$ cat config.mk
export PLATFORM = sky130hd
export DESIGN_NAME = uart_rx_fifo_ctrl
export DESIGN_NICKNAME = d
export VERILOG_FILES = /design/src/rtl/uart_rx_fifo_ctrl.sv
export SDC_FILE = /design/constraint.sdc
export NUM_CORES = 1
export LEC_CHECK = 0
export ABC_AREA = 1
export ABC_CLOCK_PERIOD_IN_PS = 3000
export BUFFER_PORTS_ARGS = -buffer_cell sky130_fd_sc_hd__buf_2
export CORE_MARGIN = 3
export CORE_UTILIZATION = 49
export CTS_BUF_LIST = sky130_fd_sc_hd__clkbuf_2
export CTS_CLUSTER_DIAMETER = 40
export CTS_CLUSTER_SIZE = 24
export DETAILED_ROUTE_END_ITERATION = 10
export GPL_TIMING_DRIVEN = 0
export PLACE_DENSITY_LB_ADDON = 0.15
export SETUP_SLACK_MARGIN = 0.15
export SYNTH_ARGS = -nofsm -noshare
export SYNTH_HDL_FRONTEND = slang
export SYNTH_SLANG_ARGS = --single-unit
$ cat constraint.sdc
create_clock -name clk -period 3 [get_ports clk]
set_input_delay 0.6 -clock clk [delete_from_list [all_inputs] [get_ports clk]]
set_output_delay 0.6 -clock clk [all_outputs]
set_load 0.02 [all_outputs]
$ cat src/rtl/uart_rx_fifo_ctrl.sv
`default_nettype none
// ============================================================================
// Module      : uart_rx_fifo_ctrl
// Description : UART receive FIFO with per-entry parity/framing tags, receiver
//               clear handshakes, level, overflow and idle-timeout status.
// Revision    : 1.0  initial release
// ============================================================================
module uart_rx_fifo_ctrl #(
    parameter int ADDR_WIDTH    = 4,
    parameter int THRESHOLD     = 8,
    parameter int TIMEOUT_TICKS = 32
) (
    input  logic                  clk,
    input  logic                  reset_n,
    input  logic                  baud_clock,
    input  logic                  fifo_write,
    input  logic [7:0]            rx_byte,
    input  logic                  parity_err,
    input  logic                  framing_error,
    input  logic                  rx_idle,
    input  logic                  read_en,
    input  logic                  clear_status,
    output logic                  clear_parity,
    output logic                  clear_framing_error,
    output logic [7:0]            data_out,
    output logic                  data_parity_err,
    output logic                  data_framing_err,
    output logic                  fifo_empty,
    output logic                  fifo_full,
    output logic [ADDR_WIDTH:0]   count,
    output logic                  level_irq,
    output logic                  overflow,
    output logic                  rx_timeout,
    output logic                  frame_seen
);

    localparam int DEPTH = 1 << ADDR_WIDTH;
    localparam int TW    = $clog2(TIMEOUT_TICKS + 1);

    localparam logic [ADDR_WIDTH:0]   c_DEPTH    = (ADDR_WIDTH + 1)'(DEPTH);
    localparam logic [ADDR_WIDTH:0]   c_THRESH   = (ADDR_WIDTH + 1)'(THRESHOLD);
    localparam logic [ADDR_WIDTH:0]   c_CNT_ONE  = (ADDR_WIDTH + 1)'(1);
    localparam logic [ADDR_WIDTH-1:0] c_PTR_ONE  = (ADDR_WIDTH)'(1);
    localparam logic [TW-1:0]         c_TMO      = TW'(TIMEOUT_TICKS);
    localparam logic [TW-1:0]         c_TMO_M1   = TW'(TIMEOUT_TICKS - 1);
    localparam logic [TW-1:0]         c_TMO_ONE  = TW'(1);

    typedef enum logic [0:0] {
        F_IDLE      = 1'b0,
        F_WAIT_STOP = 1'b1
    } fstate_t;

    logic [9:0]            r_mem [DEPTH];
    logic [ADDR_WIDTH-1:0] r_wr_ptr;
    logic [ADDR_WIDTH-1:0] r_rd_ptr;
    logic [ADDR_WIDTH:0]   r_count;
    logic [ADDR_WIDTH-1:0] r_last_slot;
    logic                  r_last_valid;
    logic                  r_overflow;
    logic                  r_frame_seen;
    logic                  r_rx_timeout;
    logic                  r_clear_parity;
    logic                  r_clear_framing;
    logic                  r_rx_idle_d;
    logic [TW-1:0]         r_tmo_cnt;
    fstate_t               r_state;

    fstate_t               w_state_next;
    logic                  w_frame_hit;
    logic                  w_strobe;
    logic                  w_full;
    logic                  w_empty;
    logic                  w_pop;
    logic                  w_push;
    logic                  w_drop;
    logic                  w_idle_rise;
    logic [ADDR_WIDTH-1:0] w_offset;
    logic                  w_slot_unread;
    logic                  w_tmo_zero;
    logic                  w_tmo_inc;
    logic                  w_tmo_set;
    logic [9:0]            w_head;

    assign w_strobe    = ~fifo_write;
    assign w_full      = (r_count == c_DEPTH);
    assign w_empty     = (r_count == '0);
    assign w_pop       = read_en & ~w_empty;
    // A full FIFO still accepts a write when the same cycle frees a slot.
    assign w_push      = w_strobe & (~w_full | w_pop);
    assign w_drop      = w_strobe & w_full & ~w_pop;
    assign w_idle_rise = rx_idle & ~r_rx_idle_d;

    assign w_offset      = r_last_slot - r_rd_ptr;
    assign w_slot_unread = r_last_valid & ({1'b0, w_offset} < r_count);

    assign w_tmo_zero = w_strobe | w_pop | w_empty;
    assign w_tmo_inc  = ~w_tmo_zero & baud_clock & rx_idle & (r_tmo_cnt != c_TMO);
    assign w_tmo_set  = w_tmo_inc & (r_tmo_cnt == c_TMO_M1);

    always_ff @(posedge clk or negedge reset_n) begin
        if (!reset_n) begin
            r_state <= F_IDLE;
        end else begin
            r_state <= w_state_next;
        end
    end

    always_comb begin
        w_state_next = r_state;
        w_frame_hit  = 1'b0;
        case (r_state)
            F_IDLE: begin
                if (w_strobe) w_state_next = F_WAIT_STOP;
            end
            F_WAIT_STOP: begin
                // A fresh strobe keeps waiting, now on behalf of the new slot.
                if (w_strobe) begin
                    w_state_next = F_WAIT_STOP;
                end else if (framing_error) begin
                    w_frame_hit  = 1'b1;
                    w_state_next = F_IDLE;
                end else if (w_idle_rise) begin
                    w_state_next = F_IDLE;
                end
            end
            default: w_state_next = F_IDLE;
        endcase
    end

    always_ff @(posedge clk or negedge reset_n) begin
        if (!reset_n) begin
            for (int i = 0; i < DEPTH; i++) r_mem[i] <= '0;
            r_wr_ptr        <= '0;
            r_rd_ptr        <= '0;
            r_count         <= '0;
            r_last_slot     <= '0;
            r_last_valid    <= 1'b0;
            r_overflow      <= 1'b0;
            r_frame_seen    <= 1'b0;
            r_rx_timeout    <= 1'b0;
            r_clear_parity  <= 1'b0;
            r_clear_framing <= 1'b0;
            r_rx_idle_d     <= 1'b0;
            r_tmo_cnt       <= '0;
        end else begin
            r_rx_idle_d     <= rx_idle;
            r_clear_parity  <= w_strobe;
            r_clear_framing <= w_frame_hit;

            if (w_push) begin
                r_mem[r_wr_ptr] <= {1'b0, parity_err, rx_byte};
                r_wr_ptr        <= r_wr_ptr + c_PTR_ONE;
                r_last_slot     <= r_wr_ptr;
                r_last_valid    <= 1'b1;
            end else if (w_drop) begin
                r_last_valid    <= 1'b0;
            end

            // Tagging never collides with a push: a frame hit excludes a strobe.
            if (w_frame_hit && w_slot_unread) begin
                r_mem[r_last_slot][9] <= 1'b1;
            end

            if (w_pop) r_rd_ptr <= r_rd_ptr + c_PTR_ONE;

            if (w_push && !w_pop)      r_count <= r_count + c_CNT_ONE;
            else if (w_pop && !w_push) r_count <= r_count - c_CNT_ONE;

            if (w_drop)            r_overflow <= 1'b1;
            else if (clear_status) r_overflow <= 1'b0;

            if (w_frame_hit)       r_frame_seen <= 1'b1;
            else if (clear_status) r_frame_seen <= 1'b0;

            if (w_tmo_zero)     r_tmo_cnt <= '0;
            else if (w_tmo_inc) r_tmo_cnt <= r_tmo_cnt + c_TMO_ONE;

            if (w_tmo_set)                  r_rx_timeout <= 1'b1;
            else if (w_pop || clear_status) r_rx_timeout <= 1'b0;
        end
    end

    assign w_head = r_mem[r_rd_ptr];

    assign data_out            = w_head[7:0];
    assign data_parity_err     = w_head[8];
    assign data_framing_err    = w_head[9];
    assign fifo_empty          = w_empty;
    assign fifo_full           = w_full;
    assign count               = r_count;
    assign level_irq           = (r_count >= c_THRESH);
    assign overflow            = r_overflow;
    assign rx_timeout          = r_rx_timeout;
    assign frame_seen          = r_frame_seen;
    assign clear_parity        = r_clear_parity;
    assign clear_framing_error = r_clear_framing;

endmodule
`default_nettype wire

# Yosys cells after proc, flatten, opt, wreduce, memory -nomap -nowiden
# Cells that the tools add are included.
totals:
  regBits: 191
  out_inout_bits: 23
  word_cells: 113
  n_memories: 0
  ram_bits: 0
  in_bits: 17
  mem_bits_ro: 0
  latch_bits: 0
classes:
  div: 0
  muxes: 29
  n_lt_le_gt_ge: 7
  n_mul: 0
  n_addsub: 6
  reduce_logical: 15
  n_bitwise: 24
  n_eq_ne: 3
  shifts: 0
ops:
  columns: ["operator", "n"]
  rows:
  - ["2-to-1 mux 160 bit", 2]
  - ["bitwise mux 160 bit", 1]
  - ["OR 160 bit", 1]
  - ["demux 10 bit (select 4 bit)", 2]
  - ["binary-select mux 10 bit (select 4 bit)", 1]
  - ["2-to-1 mux 10 bit", 4]
  - ["greater-or-equal comparator 5 bit, second input constant", 3]
  - ["inverter 4 -> 5 bit", 3]
  - ["2-to-1 mux 1 bit", 14]
  - ["2-to-1 mux 6 bit", 2]
  - ["nonzero test 2 bit", 6]
  - ["AND 1 bit", 10]
  - ["< comparator 5 x 1 -> 1 bit, second input constant", 2]
  - ["2-to-1 mux 5 bit", 2]
  - ["adder 4 x 1 -> 4 bit, second input constant", 2]
  - ["inverter 1 bit", 7]
  - ["adder 6 x 1 -> 6 bit, second input constant", 1]
  - ["equality test 6 x 5 -> 1 bit, second input constant", 1]
  - ["inequality test 6 bit, second input constant", 1]
  - ["adder 5 x 1 -> 5 bit, second input constant", 1]
  - ["equality test 5 bit, second input constant", 1]
  - ["greater-or-equal comparator 5 x 4 -> 1 bit, second input constant", 1]
  - ["logical AND 1 bit", 5]
  - ["zero test 5 bit", 1]
  - ["7 further kinds", 10]

# Logic depth before layout (Yosys ltp)
depth:
  depth_word: 11
  depth_mapped: 14

# Worst setup path after synthesis
# Ideal clock, no wire load.
synth_path:
  path_kind: "reg-to-reg"
  start: "reg r_rd_ptr[2]"
  end: "reg r_mem[109] (netlist bit)"
  slack_ps: 508
  setup_time_ps: 118
  stages_incl_launch_ff: 14
  t_arrival_ps: 2374
  cell_sequence: "dfrtp_1 -> inv_1 -> clkbuf_1 -> ha_1 -> a21oi_1 -> nand2_1 -> xor2_1 -> ha_1 -> inv_1 -> nor2_2 -> nand4_2 -> buf_2 -> nand4_1 -> nand2_1"
synth_between:
  elab_chain_len: 5
synth_lines:
  columns: ["item", "line_no", "rtl"]
  rows:
  - ["start: declaration", "55", "logic [ADDR_WIDTH-1:0] r_rd_ptr;"]
  - ["start signal: assignment", "164", "if (w_pop) r_rd_ptr <= r_rd_ptr + c_PTR_ONE;"]
  - ["subtractor 4 bit", "93", "assign w_offset = r_last_slot - r_rd_ptr;"]
  - ["< comparator 4 x 5 -> 1 bit", "94", "assign w_slot_unread = r_last_valid & ({1'b0, w_offset} < r_count);"]
  - ["AND 1 bit", "94", null]
  - ["logical AND 1 bit", "160", "if (w_frame_hit && w_slot_unread) begin"]
  - ["2-to-1 mux 160 bit", "160", null]
  - ["end signal: indexed assignment", "151", "r_mem[r_wr_ptr] <= {1'b0, parity_err, rx_byte};"]
  - ["end: declaration", "53", "logic [9:0] r_mem [DEPTH];"]
# Every way passes these cells.
# A chain may end at the register's enable or synchronous reset.

# Worst setup path in the final report
layout_path:
  start: "reg r_rd_ptr[0]"
  end: "out data_out[4]"
layout_between:
  elab_chain_len: 4
layout_lines:
  columns: ["item", "line_no", "rtl"]
  rows:
  - ["inverter 4 -> 5 bit (implied by the code)", "183", "assign w_head = r_mem[r_rd_ptr];"]
  - ["binary-select mux 10 bit (select 4 bit)", "183", null]
  - ["2-to-1 mux 10 bit (implied by the code) (2 in series)", "183", null]
  - ["end: declaration", "25", "output logic [7:0] data_out,"]
# Every way passes these cells. The select of a mux whose other input is x is not followed.

==> metrics.txt <==
CTS clk-pin slew, worst paths=around 0.30 ns; Layout area overhead=12.9%; first-pass GRT wire length=56.0 mm; GRT overflow=0; placer congestion estimate=0.966; WP data arrival=2.39 ns; antenna viol nets, final=0; core footprint=about 22000 sq um; total track usage=between 30% and 40%; most common cell after layout, fill and taps aside=nand2_1; VDD IR-drop max=462 uV; largest net degree at the start of global routing=approximately 120; CTS H-Tree Depth=4; grt met3 use=under 10%; slew of the pin with the lowest slew margin=0.954 ns; # IOs=40; Post-Syn Nets=between 1500 and 2000; via count=about 10000; Die Wd=156 microns; Highest Clock Rate=around 330 MHz; # setup viols final=0; fin. max-slew vios=0; post-route insts no fill=1821; post-synth top area cell=dfrtp_1; Worst Setup End Kind=output port; M2 GR Usage=a little under half; Power Total=around 13 mW; GR Util met1=between 40% and 50%; maximum root-to-sink buffer count=2; detailed-route wire length per cell=roughly 20 microns; Cells after DPL=between 1500 and 2000; Pwr Density=1060 nW/um^2; Crit Path Class=reg -> out; 1st-iter DRT viols=~1100; Synth Cell Area=around 11000 sq um; CP Max Fanout=11; Die Span Y=between 150 and 200 microns; final net count=approximately 1600; TritonCTS clock tree=built; Slew headroom=between 30% and 40%; top post-synthesis cells by area=dfrtp_1 (43%), nand2_1 (20%), nand4_1 (9.1%); sequential cell area fraction in the yosys report=a little over two fifths; ys flop type=dfrtp_1; Pleak=6.62 nW; layout cells sized above 1=approximately 15%; initial antenna violation count=2; Total Die Area=between 20000 and 25000 sq um; gr busiest metal=met2; register bit total from synthesis=about 190; Final Routed Wirelength=36.2 mm; pre-CTS setup slack=-0.0914 ns; Final Hold Vio Count=0; Remaining DRCs=0; commonest non-fill, non-tap cells in the layout=nand2_1 (568), dfrtp_1 (191), nand4_1 (161); first-pass iteration count of the detailed router=7; via density per instance=5.65; RSZ-0062 raised after global routing=yes; clock latency on the worst-skew pair=0.83 ns; vias in the first global route=9782; dpl hpwl=between 20 and 30 mm; Post-Route Skew=approximately 0.053 ns; worst path required time=2.40 ns; CP Launch Type=register; Synth Warn #=0; total clock sinks=~190; post-synthesis instance total=1464; row cnt=54; root buffer cell=clkbuf_2; maxcap violations=0; FFs w/ async S/R, synth=between 90% and 100%; worst min path class=in -> reg; min Tclk post-route=2.99 ns; outcome=completed; IO Port Bufs=30; Initial Util=50.3%; share of the clock period used by the worst path=between 90% and 100%; Synth top area share=43.2%; average size of a mapped cell=~7.6 sq um; final worst setup slack=~0.013 ns; Yosys cell types=37; CTS buffer count=17; Post-synth EDFFs=0; worst hold margin=0.0590 ns
## worst max-delay path: stages (launching register included)
cell and delay [ns]:
dfrtp_1 0.46, buf_12 0.16, clkinv_8 0.09, buf_6 0.16, nand2_1 0.07, nand3_1 0.11
nand3_2 0.12, nand3_2 0.10, nand2_1 0.13, buf_4 0.15
## cell usage after synthesis, types with 2 or more instances
library cell / instances
buf_2: 27
nand3_4: 16
fa_1: 2
xor2_1: 11
nand2_4: 4
clkbuf_1: 30
nand2_1: 586
o21ai_0: 2
nand4_1: 161
ha_1: 18
inv_2: 6
buf_1: 16
nor2_8: 4
dfrtp_1: 191
inv_1: 159
nor2_1: 27
nor2_4: 13
o21ai_1: 8
a21oi_1: 5
nand3_1: 145
buf_6: 13
nor2_2: 2
xnor2_1: 4
## where the power goes
part           switching [mW]  internal (mW)
clock                   0.993          0.560
combinational            4.85           2.63
sequential              0.689           3.56
total                    6.53           6.74
## layout make-up
cell class | count | area [sq um]
Fill cell | 2121 | 9520
Multi-Input combinational cell | 1017 | 5380
Sequential cell | 191 | 4780
Buffer | 90 | 711
Inverter | 166 | 641
Tap cell | 280 | 350
Timing Repair Buffer | 43 | 345
Clock inverter | 14 | 201
Clock buffer | 17 | 85.1
Timing Repair inverter | 1 | 6.26
Antenna cell | 2 | 5.00
## routing by layer
layer / up-vias / wire length, microns
li1: 4849 / -
met1: 4927 / 15600
met2: 447 / 16700
met3: 73 / 2770
met4: 0 / 1120
met5: - / 0
## final timing paths
kind / from / to / slack (ns) / cells past startpoint
min in group asynchronous: reset_n / async pin / 0.27 / 2
setup / recovery: r_rd_ptr[0] / data_out[4] / 0.01 / 9
setup reg to reg: r_rd_ptr[2] / r_mem[139] / 0.27 / 13
hold reg to reg: register / register / 0.51 / 2
max in group asynchronous: reset_n / async pin / 1.67 / 3
hold / removal: read_en / r_rd_ptr[3] / 0.06 / 3
## through the flow
| step | setup TNS [ns] | util (%) | area, sq um |
|---|---|---|---|
| floorplan | 0 | - | 11100 |
| global placement | -374.61 | 52.5 | 11600 |
| detailed placement | -0.276 | 52.7 | 11600 |
| CTS | 0 | 56.0 | 12300 |
| global route | -0.635 | 56.8 | 12500 |
| finish | 0 | 56.8 | 12500 |
## cell families after synthesis
| logic type | synth area share (%) |
|---|---|
| adder cells (fa/ha/maj) | 2.40 |
| AO/OA/AOI/OAI | 0.983 |
| AND/OR/NAND/NOR | 42.1 |
| flip-flops | 43.2 |
| buffers and inverters | 10.2 |
| XOR/XNOR | 1.19 |
## what timing repair did
action | 4_1_cts | 5_1_grt
gates resized for setup | 108 | 33
pin swaps | 5 | 2
endpoints found under the setup margin | 24 | 21
cloned | 1 | 1
endpoints found under the hold margin | 81 | 0
hold buffers | 7 | 0
buffers inserted | 2 | 2
Power figures use the tool's default switching activity.
